`config.mk`:
```
export PLATFORM = sky130hd
export DESIGN_NAME = window_peak_tracker
export DESIGN_NICKNAME = d
export VERILOG_FILES = /design/src/rtl/peak_pkg.sv /design/src/rtl/window_peak_tracker_cmp.sv /design/src/rtl/window_peak_tracker.sv
export SDC_FILE = /design/constraint.sdc
export NUM_CORES = 1
export LEC_CHECK = 0
export CAP_MARGIN = 20
export CORE_ASPECT_RATIO = 1.75
export CORE_MARGIN = 2
export CORE_UTILIZATION = 40
export CTS_CLUSTER_DIAMETER = 50
export DETAILED_ROUTE_END_ITERATION = 7
export HOLD_SLACK_MARGIN = 0.1
export PLACE_DENSITY = 0.68
export SETUP_SLACK_MARGIN = 0.4
export SYNTH_ARGS = -nofsm -noshare
export SYNTH_HDL_FRONTEND = slang
export SYNTH_SLANG_ARGS = --single-unit
```
`constraint.sdc`:
```
create_clock -name clk -period 4.2 [get_ports clk]
set_clock_uncertainty 0.2 [all_clocks]
set_input_delay 0.63 -clock clk [delete_from_list [all_inputs] [get_ports clk]]
set_output_delay 0.63 -clock clk [all_outputs]
set_load 0.02 [all_outputs]
```
`src/rtl/peak_pkg.sv`:
```
// Shared definitions for the window peak tracker: sample width, FSM states,
// and the index-width helper used to size the max-index output.
// Pure declarations; no logic, no latency, no backpressure of its own.
package peak_pkg;

   localparam int DATA_W = 16;

   typedef enum logic [1:0] {
      IDLE  = 2'd0,
      ACCUM = 2'd1,
      DONE  = 2'd2
   } state_t;

   // Index width for a window of the given size, never narrower than one bit.
   function automatic int idx_width(input int window);
      return (window <= 2) ? 1 : $clog2(window);
   endfunction

endpackage

```
`src/rtl/window_peak_tracker_cmp.sv`:
```
// Unsigned magnitude comparator: flags a > b and a < b.
// Purely combinational, zero latency; no handshake, so no backpressure.
// Ports: a, b (W-bit unsigned operands); gt (a > b); lt (a < b).
module window_peak_tracker_cmp #(
   parameter int W = 16
) (
   input  logic [W-1:0] a,
   input  logic [W-1:0] b,
   output logic         gt,
   output logic         lt
);

   assign gt = (a > b);
   assign lt = (a < b);

endmodule

```
`src/rtl/window_peak_tracker.sv`:
```
// Groups WINDOW unsigned samples and reports max, min and index of the first max.
// Result registered: out_valid rises the cycle after the WINDOW-th accepted sample.
// in_ready drops while a result waits for out_ready (and while clear is high).
// Ports: clk, n_rst (sync, active-low), clear (drop partial window);
//        in_valid/in_ready/in_data sample stream; out_valid/out_ready result
//        handshake carrying out_max, out_min, out_max_idx.
module window_peak_tracker
   import peak_pkg::*;
#(
   parameter  int WINDOW = 8,
   localparam int IDX_W  = idx_width(WINDOW)
) (
   input  logic              clk,
   input  logic              n_rst,
   input  logic              clear,
   input  logic              in_valid,
   output logic              in_ready,
   input  logic [DATA_W-1:0] in_data,
   output logic              out_valid,
   input  logic              out_ready,
   output logic [DATA_W-1:0] out_max,
   output logic [DATA_W-1:0] out_min,
   output logic [IDX_W-1:0]  out_max_idx
);

   state_t            state_q, state_d;
   logic [IDX_W-1:0]  count_q, count_d;
   logic [DATA_W-1:0] run_max_q, run_max_d;
   logic [DATA_W-1:0] run_min_q, run_min_d;
   logic [IDX_W-1:0]  run_idx_q, run_idx_d;
   logic              out_valid_d;
   logic [DATA_W-1:0] out_max_d, out_min_d;
   logic [IDX_W-1:0]  out_max_idx_d;

   logic              accept;
   logic              last;
   logic              new_max, new_min;
   logic              unused_max_lt, unused_min_gt;

   // Strictly greater only: a tie keeps the earlier index.
   window_peak_tracker_cmp #(.W(DATA_W)) u_cmp_max (
      .a  (in_data),
      .b  (run_max_q),
      .gt (new_max),
      .lt (unused_max_lt)
   );

   window_peak_tracker_cmp #(.W(DATA_W)) u_cmp_min (
      .a  (in_data),
      .b  (run_min_q),
      .gt (unused_min_gt),
      .lt (new_min)
   );

   assign in_ready = (state_q != DONE) && !clear;
   assign accept   = in_valid && in_ready;
   assign last     = (count_q == IDX_W'(WINDOW - 1));

   always_comb begin
      state_d       = state_q;
      count_d       = count_q;
      run_max_d     = run_max_q;
      run_min_d     = run_min_q;
      run_idx_d     = run_idx_q;
      out_valid_d   = out_valid;
      out_max_d     = out_max;
      out_min_d     = out_min;
      out_max_idx_d = out_max_idx;

      case (state_q)
         IDLE: begin
            if (accept) begin
               run_max_d = in_data;
               run_min_d = in_data;
               run_idx_d = '0;
               count_d   = IDX_W'(1);
               state_d   = ACCUM;
            end
         end
         ACCUM: begin
            if (accept) begin
               if (new_max) begin
                  run_max_d = in_data;
                  run_idx_d = count_q;
               end
               if (new_min) begin
                  run_min_d = in_data;
               end
               count_d = count_q + IDX_W'(1);
               if (last) begin
                  // Publish the values that include this final sample.
                  out_max_d     = run_max_d;
                  out_min_d     = run_min_d;
                  out_max_idx_d = run_idx_d;
                  out_valid_d   = 1'b1;
                  state_d       = DONE;
               end
            end
         end
         DONE: begin
            if (out_ready) begin
               out_valid_d = 1'b0;
               count_d     = '0;
               state_d     = IDLE;
            end
         end
         default: begin
            state_d = IDLE;
         end
      endcase

      // Drops the partial window or pending result; published data is kept.
      if (clear) begin
         state_d     = IDLE;
         count_d     = '0;
         out_valid_d = 1'b0;
      end
   end

   always_ff @(posedge clk) begin
      if (!n_rst) begin
         state_q     <= IDLE;
         count_q     <= '0;
         run_max_q   <= '0;
         run_min_q   <= '0;
         run_idx_q   <= '0;
         out_valid   <= 1'b0;
         out_max     <= '0;
         out_min     <= '0;
         out_max_idx <= '0;
      end else begin
         state_q     <= state_d;
         count_q     <= count_d;
         run_max_q   <= run_max_d;
         run_min_q   <= run_min_d;
         run_idx_q   <= run_idx_d;
         out_valid   <= out_valid_d;
         out_max     <= out_max_d;
         out_min     <= out_min_d;
         out_max_idx <= out_max_idx_d;
      end
   end

endmodule

```
# Word level (Yosys, flattened, before mapping)
# Index checks and enable logic that the tools add are counted.
# word_totals
reg_bits	76
inputBits	21
output_inout_bits	37
word_cells	58
# op_classes
addsub	1
order_cmp	2
eq_ne	8
mux	24
bitwise_logic	1
reduce_logical	13
# op_table
op	count
$mux 16	5
$pmux 16 s2	2
$mux 3	6
$gt 16x16->1	1
$lt 16x16->1	1
$reduce_and 4->1	3
$ne 2x2->1 const B	5
$pmux 3 s3	1
$mux 2	4
$pmux 2 s3	1
$pmux 3 s2	1
$reduce_and 3->1	2
$reduce_bool 2->1	2
$add 3x1->3 const B	1
$eq 3x3->1 const B	1
$mux 1	3
$reduce_bool 3->1	1
$eq 2x1->1 const B	1
$eq 2x2->1 const B	1
$logic_and 1x1->1	2
$logic_not 2->1	1
$pmux 1 s2	1
$reduce_or 2->1	1
$logic_not 1->1	1
$not 1->1	1

# Logic depth before layout (Yosys ltp)
# depth
word_depth	5
ltp_mapped	10
depth_no_buf	8

# Modules after synthesis
# A second synthesis with hierarchy kept.
# unflattened
hier_cells	459
area_unflattened_um2	4219.0
# by_module_without_submodules
mod	instances	cells_each	area_each_um2	seq_area_each_um2
window_peak_tracker	1	339	3358.2	1521.5
window_peak_tracker_cmp	2	60	430.4	0.0

# Least setup slack after synthesis
# Ideal clock, no wire load.
# synth_path
path_type	input to register
startpoint	in in_data[13]
endpoint	reg run_min_q[15]
setup_ns	0.072
arrival_ns	2.421
required_time_ns	3.928
setup_slack_ns	1.508
cell_stages	9
path_buffers	2
path_cell_list	ha_1 -> a21o_1 -> a21oi_1 -> o221ai_1 -> a221oi_4 -> o21ba_1 -> buf_6 -> buf_8 -> mux2i_1
# synth_via
elab_chain_len	4
# synth_rtl
element	line_no	rtl
start, declared	window_peak_tracker.sv:18	input logic [DATA_W-1:0] in_data,
$lt 16x16->1	window_peak_tracker_cmp.sv:14	assign lt = (a < b);
$mux 16	window_peak_tracker.sv:86	if (new_min) begin
$mux 16	window_peak_tracker.sv:81	if (accept) begin
$pmux 16 s2	window_peak_tracker.sv:70	case (state_q)
end signal, assigned	window_peak_tracker.sv:135	run_min_q <= run_min_d;
end, declared	window_peak_tracker.sv:29	logic [DATA_W-1:0] run_min_q, run_min_d;
# No other way between the ends. The select of a mux whose other input is x is not followed.
# A chain may end at the register's enable or synchronous reset.

# Worst setup path after layout
# layout_path
startpoint	in in_data[15]
endpoint	reg run_max_q[11]
# layout_via
elab_chain_len	4
# layout_rtl
element	line_no	rtl
$gt 16x16->1	window_peak_tracker_cmp.sv:13	assign gt = (a > b);
$mux 16	window_peak_tracker.sv:82	if (new_max) begin
$mux 16	window_peak_tracker.sv:81	
$pmux 16 s2	window_peak_tracker.sv:70	
end signal, assigned	window_peak_tracker.sv:134	run_max_q <= run_max_d;
end, declared	window_peak_tracker.sv:28	logic [DATA_W-1:0] run_max_q, run_max_d;
# No other way between the ends. The select of a mux whose other input is x is not followed.

==> impl_results.md <==
- CTS tree: yes
- Final Non-Filler Cells: 637
- Hold path startpoint: run_max_q[4]
- CP Launch Point: in_data[15]
- RSZ-0062 raised after global routing: no
- Sequential fraction of the synthesis area: 37.4%
- Top Ports: 58
- First-pass GRT wire length: 15600 um
- Layout cells sized above 1: 5.86%
- Crit-path max FO: 7
- FP Rows: 48
- Tot Pwr: 1.71 mW
- Dpl cells: 622
- Leakage dissipation: 1.99 nW
- # setup viols final: 0
- CTS clk-pin slew, worst paths: 0.06 ns
- Net Count, Synth: 515
- Tcrit/Tclk final: 77.6%
- Routability cong.: 0.851
- IO Port Bufs: 57
- Outcome: complete, no violations
- Hold crit path type: register to register
- Post-CTS Hold Buffers: 0
- Initial antenna violation count: 0
- Max cap viols: 0
- Post-synth top area share: 37.4%
- Netlist cell types: 37
- Critical Path Source Type: primary input
- Synth warnings: 0
- Final Max Slew Viols: 0
- Syn-to-layout area delta: 22.7%
- Core area: 9910 um2
- TritonCTS Buffers: 9
- #FFs+latches synth: 76
- Avg WL per Cell: 14.4 um
- Tmin final: 3.26 ns
- Mapped Area: 4070 um2
- Post-route ant nets: 0
- # diodes: 0
- Maximum clock frequency: 307 MHz
- Slew @ Worst Pin: 0.546 ns
- H-tree levels: 3
- Pre-antenna DRT Iters: 4
- Slowest cell on crit path: clkdlybuf4s50_1
- Post-layout util: 50.4%
- Buffers and inverters on the worst path: 2
- WS Path Type: primary input to register
- Synthesized instance count: 457
- Average cell area after synthesis: 8.90 um2
- Initial Utilization: 41.1%
- Slew HR: 63.6%
- Hold Crit Depth: 2
- Critical Path RT: 4.26 ns
- Dpl hpwl: 6750 um
- Final hold vios: 0
- Post-CTS sizing: 0
- CTS sink count: 76
- Crit path depth: 9
- Largest net degree at the start of global routing: 61
- Grt ovf: 0
- Crit path max-delay family: compound AO/OA/AOI/OAI gates
- PD cells: 343 nW/um2
- Crit end category: register
- Vias in the first global route: 3311
- Dominant cells by area after synthesis: dfxtp_1 (37%), mux2i_1 (16%), ha_1 (11%)
- Synth area leader: dfxtp_1
- CP Cell Sequence: clkdlybuf4s50_1 > ha_1 > nand4_2 > nor4_2 > a21bo_2 > a31oi_4 > o21ba_1 > buf_4 > mux2i_1
- Starting DRT DRC Count: 144
- Fin area: 4990 um2
- Final TNS setup: 0 ns
- Via count: 3320
- Die area: 11000 um2
- Maximum vdd ir drop: 0.269 mV
- Nets@finish: 566
- Skew-Pair Late Insertion Delay: 0.33 ns
- WP data arrival: 3.32 ns
- Placed Area: 4720 um2
- CTS Buffer Depth: 2
- Fill cells: 930
- Die width: 80.2 um
- CP peak stage delay: 0.50 ns
- Routed Wire Length: 9190 um
- Via density: 5.21
- Height of the die: 137 um
- GRT Overall Usage: 18.0%
- Buffers inserted by post-CTS timing repair: 0
- Root buf cell: clkbuf_16
- Reg2Reg Launch Point: run_max_q[15]
- R2R depth: 9
- DRC Markers: 0
[sequential cells by signal, indices dropped and copies added, names as in the netlist]
name and cells:
out_max_idx 3, out_valid 1, count_q 3, run_idx_q 3, out_max 16, run_max_q 16
out_min 16, state_q 2, run_min_q 16
[area by class of cell]
| cell class | instances | area (um2) | area share (%) |
|---|---|---|---|
| Timing Repair Buffer | 66 | 646 | 12.9 |
| Clock buffer | 13 | 260 | 5.21 |
| Sequential cell | 76 | 1520 | 30.5 |
| Multi-Input combinational cell | 315 | 2250 | 45.0 |
| Inverter | 40 | 150 | 3.01 |
| Tap cell | 125 | 156 | 3.13 |
| Clock inverter | 2 | 10.0 | 0.201 |
[where the power goes]
part / total, mW / leakage [nW] / switching (mW) / internal (mW)
logic: 0.254 / 1.24 / 0.141 / 0.113
clock network: 0.704 / 0.135 / 0.277 / 0.427
registers: 0.753 / 0.616 / 0.0138 / 0.739
total: 1.71 / 1.99 / 0.432 / 1.28
[worst reg2reg max path, stage by stage, from the launching register on]
cell     delay [ns]
dfxtp_1        0.36
inv_1          0.06
ha_1           0.31
nand4_2        0.19
nor4_2         0.39
a21bo_2        0.29
a31oi_4        0.15
o21ba_1        0.34
buf_4          0.26
mux2i_1        0.20
[routing by layer]
| metal | up-vias | routed length [um] | GRT usage, % |
|---|---|---|---|
| li1 | 1687 | - | - |
| met1 | 1550 | 3820 | 20.7 |
| met2 | 70 | 4850 | 31.8 |
| met3 | 13 | 327 | 3.67 |
| met4 | 0 | 194 | 7.82 |
| met5 | - | 0 | 0 |
[synth_stat cells (all sizes together)]
cell type   n
a31oi       1
nand2b      3
a21bo       1
nor4        1
ha         37
clkbuf     18
o21ba       2
a2111oi     1
and2        3
mux2i      67
dfxtp      76
a21oi      53
o31a        1
nand4       7
nand2      61
a211oi      1
nor3        5
and3        1
o21ai      45
o221ai      1
a41oi       2
nand3b      1
nor2       10
inv        40
buf         8
a21o        1
o22ai       3
nand3       1
a221oi      1
and4        2
nor2b       2
o21a        1
[stage by stage]
stage / hold WS (ns) / worst slack, ns
floorplan: 0.246 / 1.51
global placement: 0.258 / 0.776
detailed placement: 0.267 / 0.625
CTS: 0.275 / 0.961
global route: 0.291 / 0.833
finish: 0.273 / 0.939
[path summary, 6_finish.rpt]
| path | end | slack [ns] |
|---|---|---|
| hold / removal | run_max_q[4] | 0.27 |
| setup / recovery | run_max_q[11] | 0.94 |
| hold reg to reg | run_max_q[4] | 0.27 |
| setup reg to reg | run_max_q[11] | 1.39 |
[logic make-up after synthesis]
logic type | after synthesis | share of synthesized area (%)
compound gates | 114 | 16.5
buf+inv | 66 | 7.41
mux | 67 | 16.5
flops | 76 | 37.4
simple gates | 97 | 10.8
fa+ha+maj | 37 | 11.4
[cell usage in the layout (no fill, tap or decap), drive strengths merged, types with 2 or more instances in the layout]
cell type,instances
a21oi,53
a41oi,2
and2,3
and4,2
buf,10
clkbuf,13
clkdlybuf4s50,56
clkinv,2
dfxtp,76
ha,37
inv,40
mux2i,67
nand2,61
nand2b,3
nand4,7
nor2,10
nor2b,2
nor3,5
o21ai,45
o21ba,2
o22ai,3
Note: power is estimated with default switching activity, not from simulation.
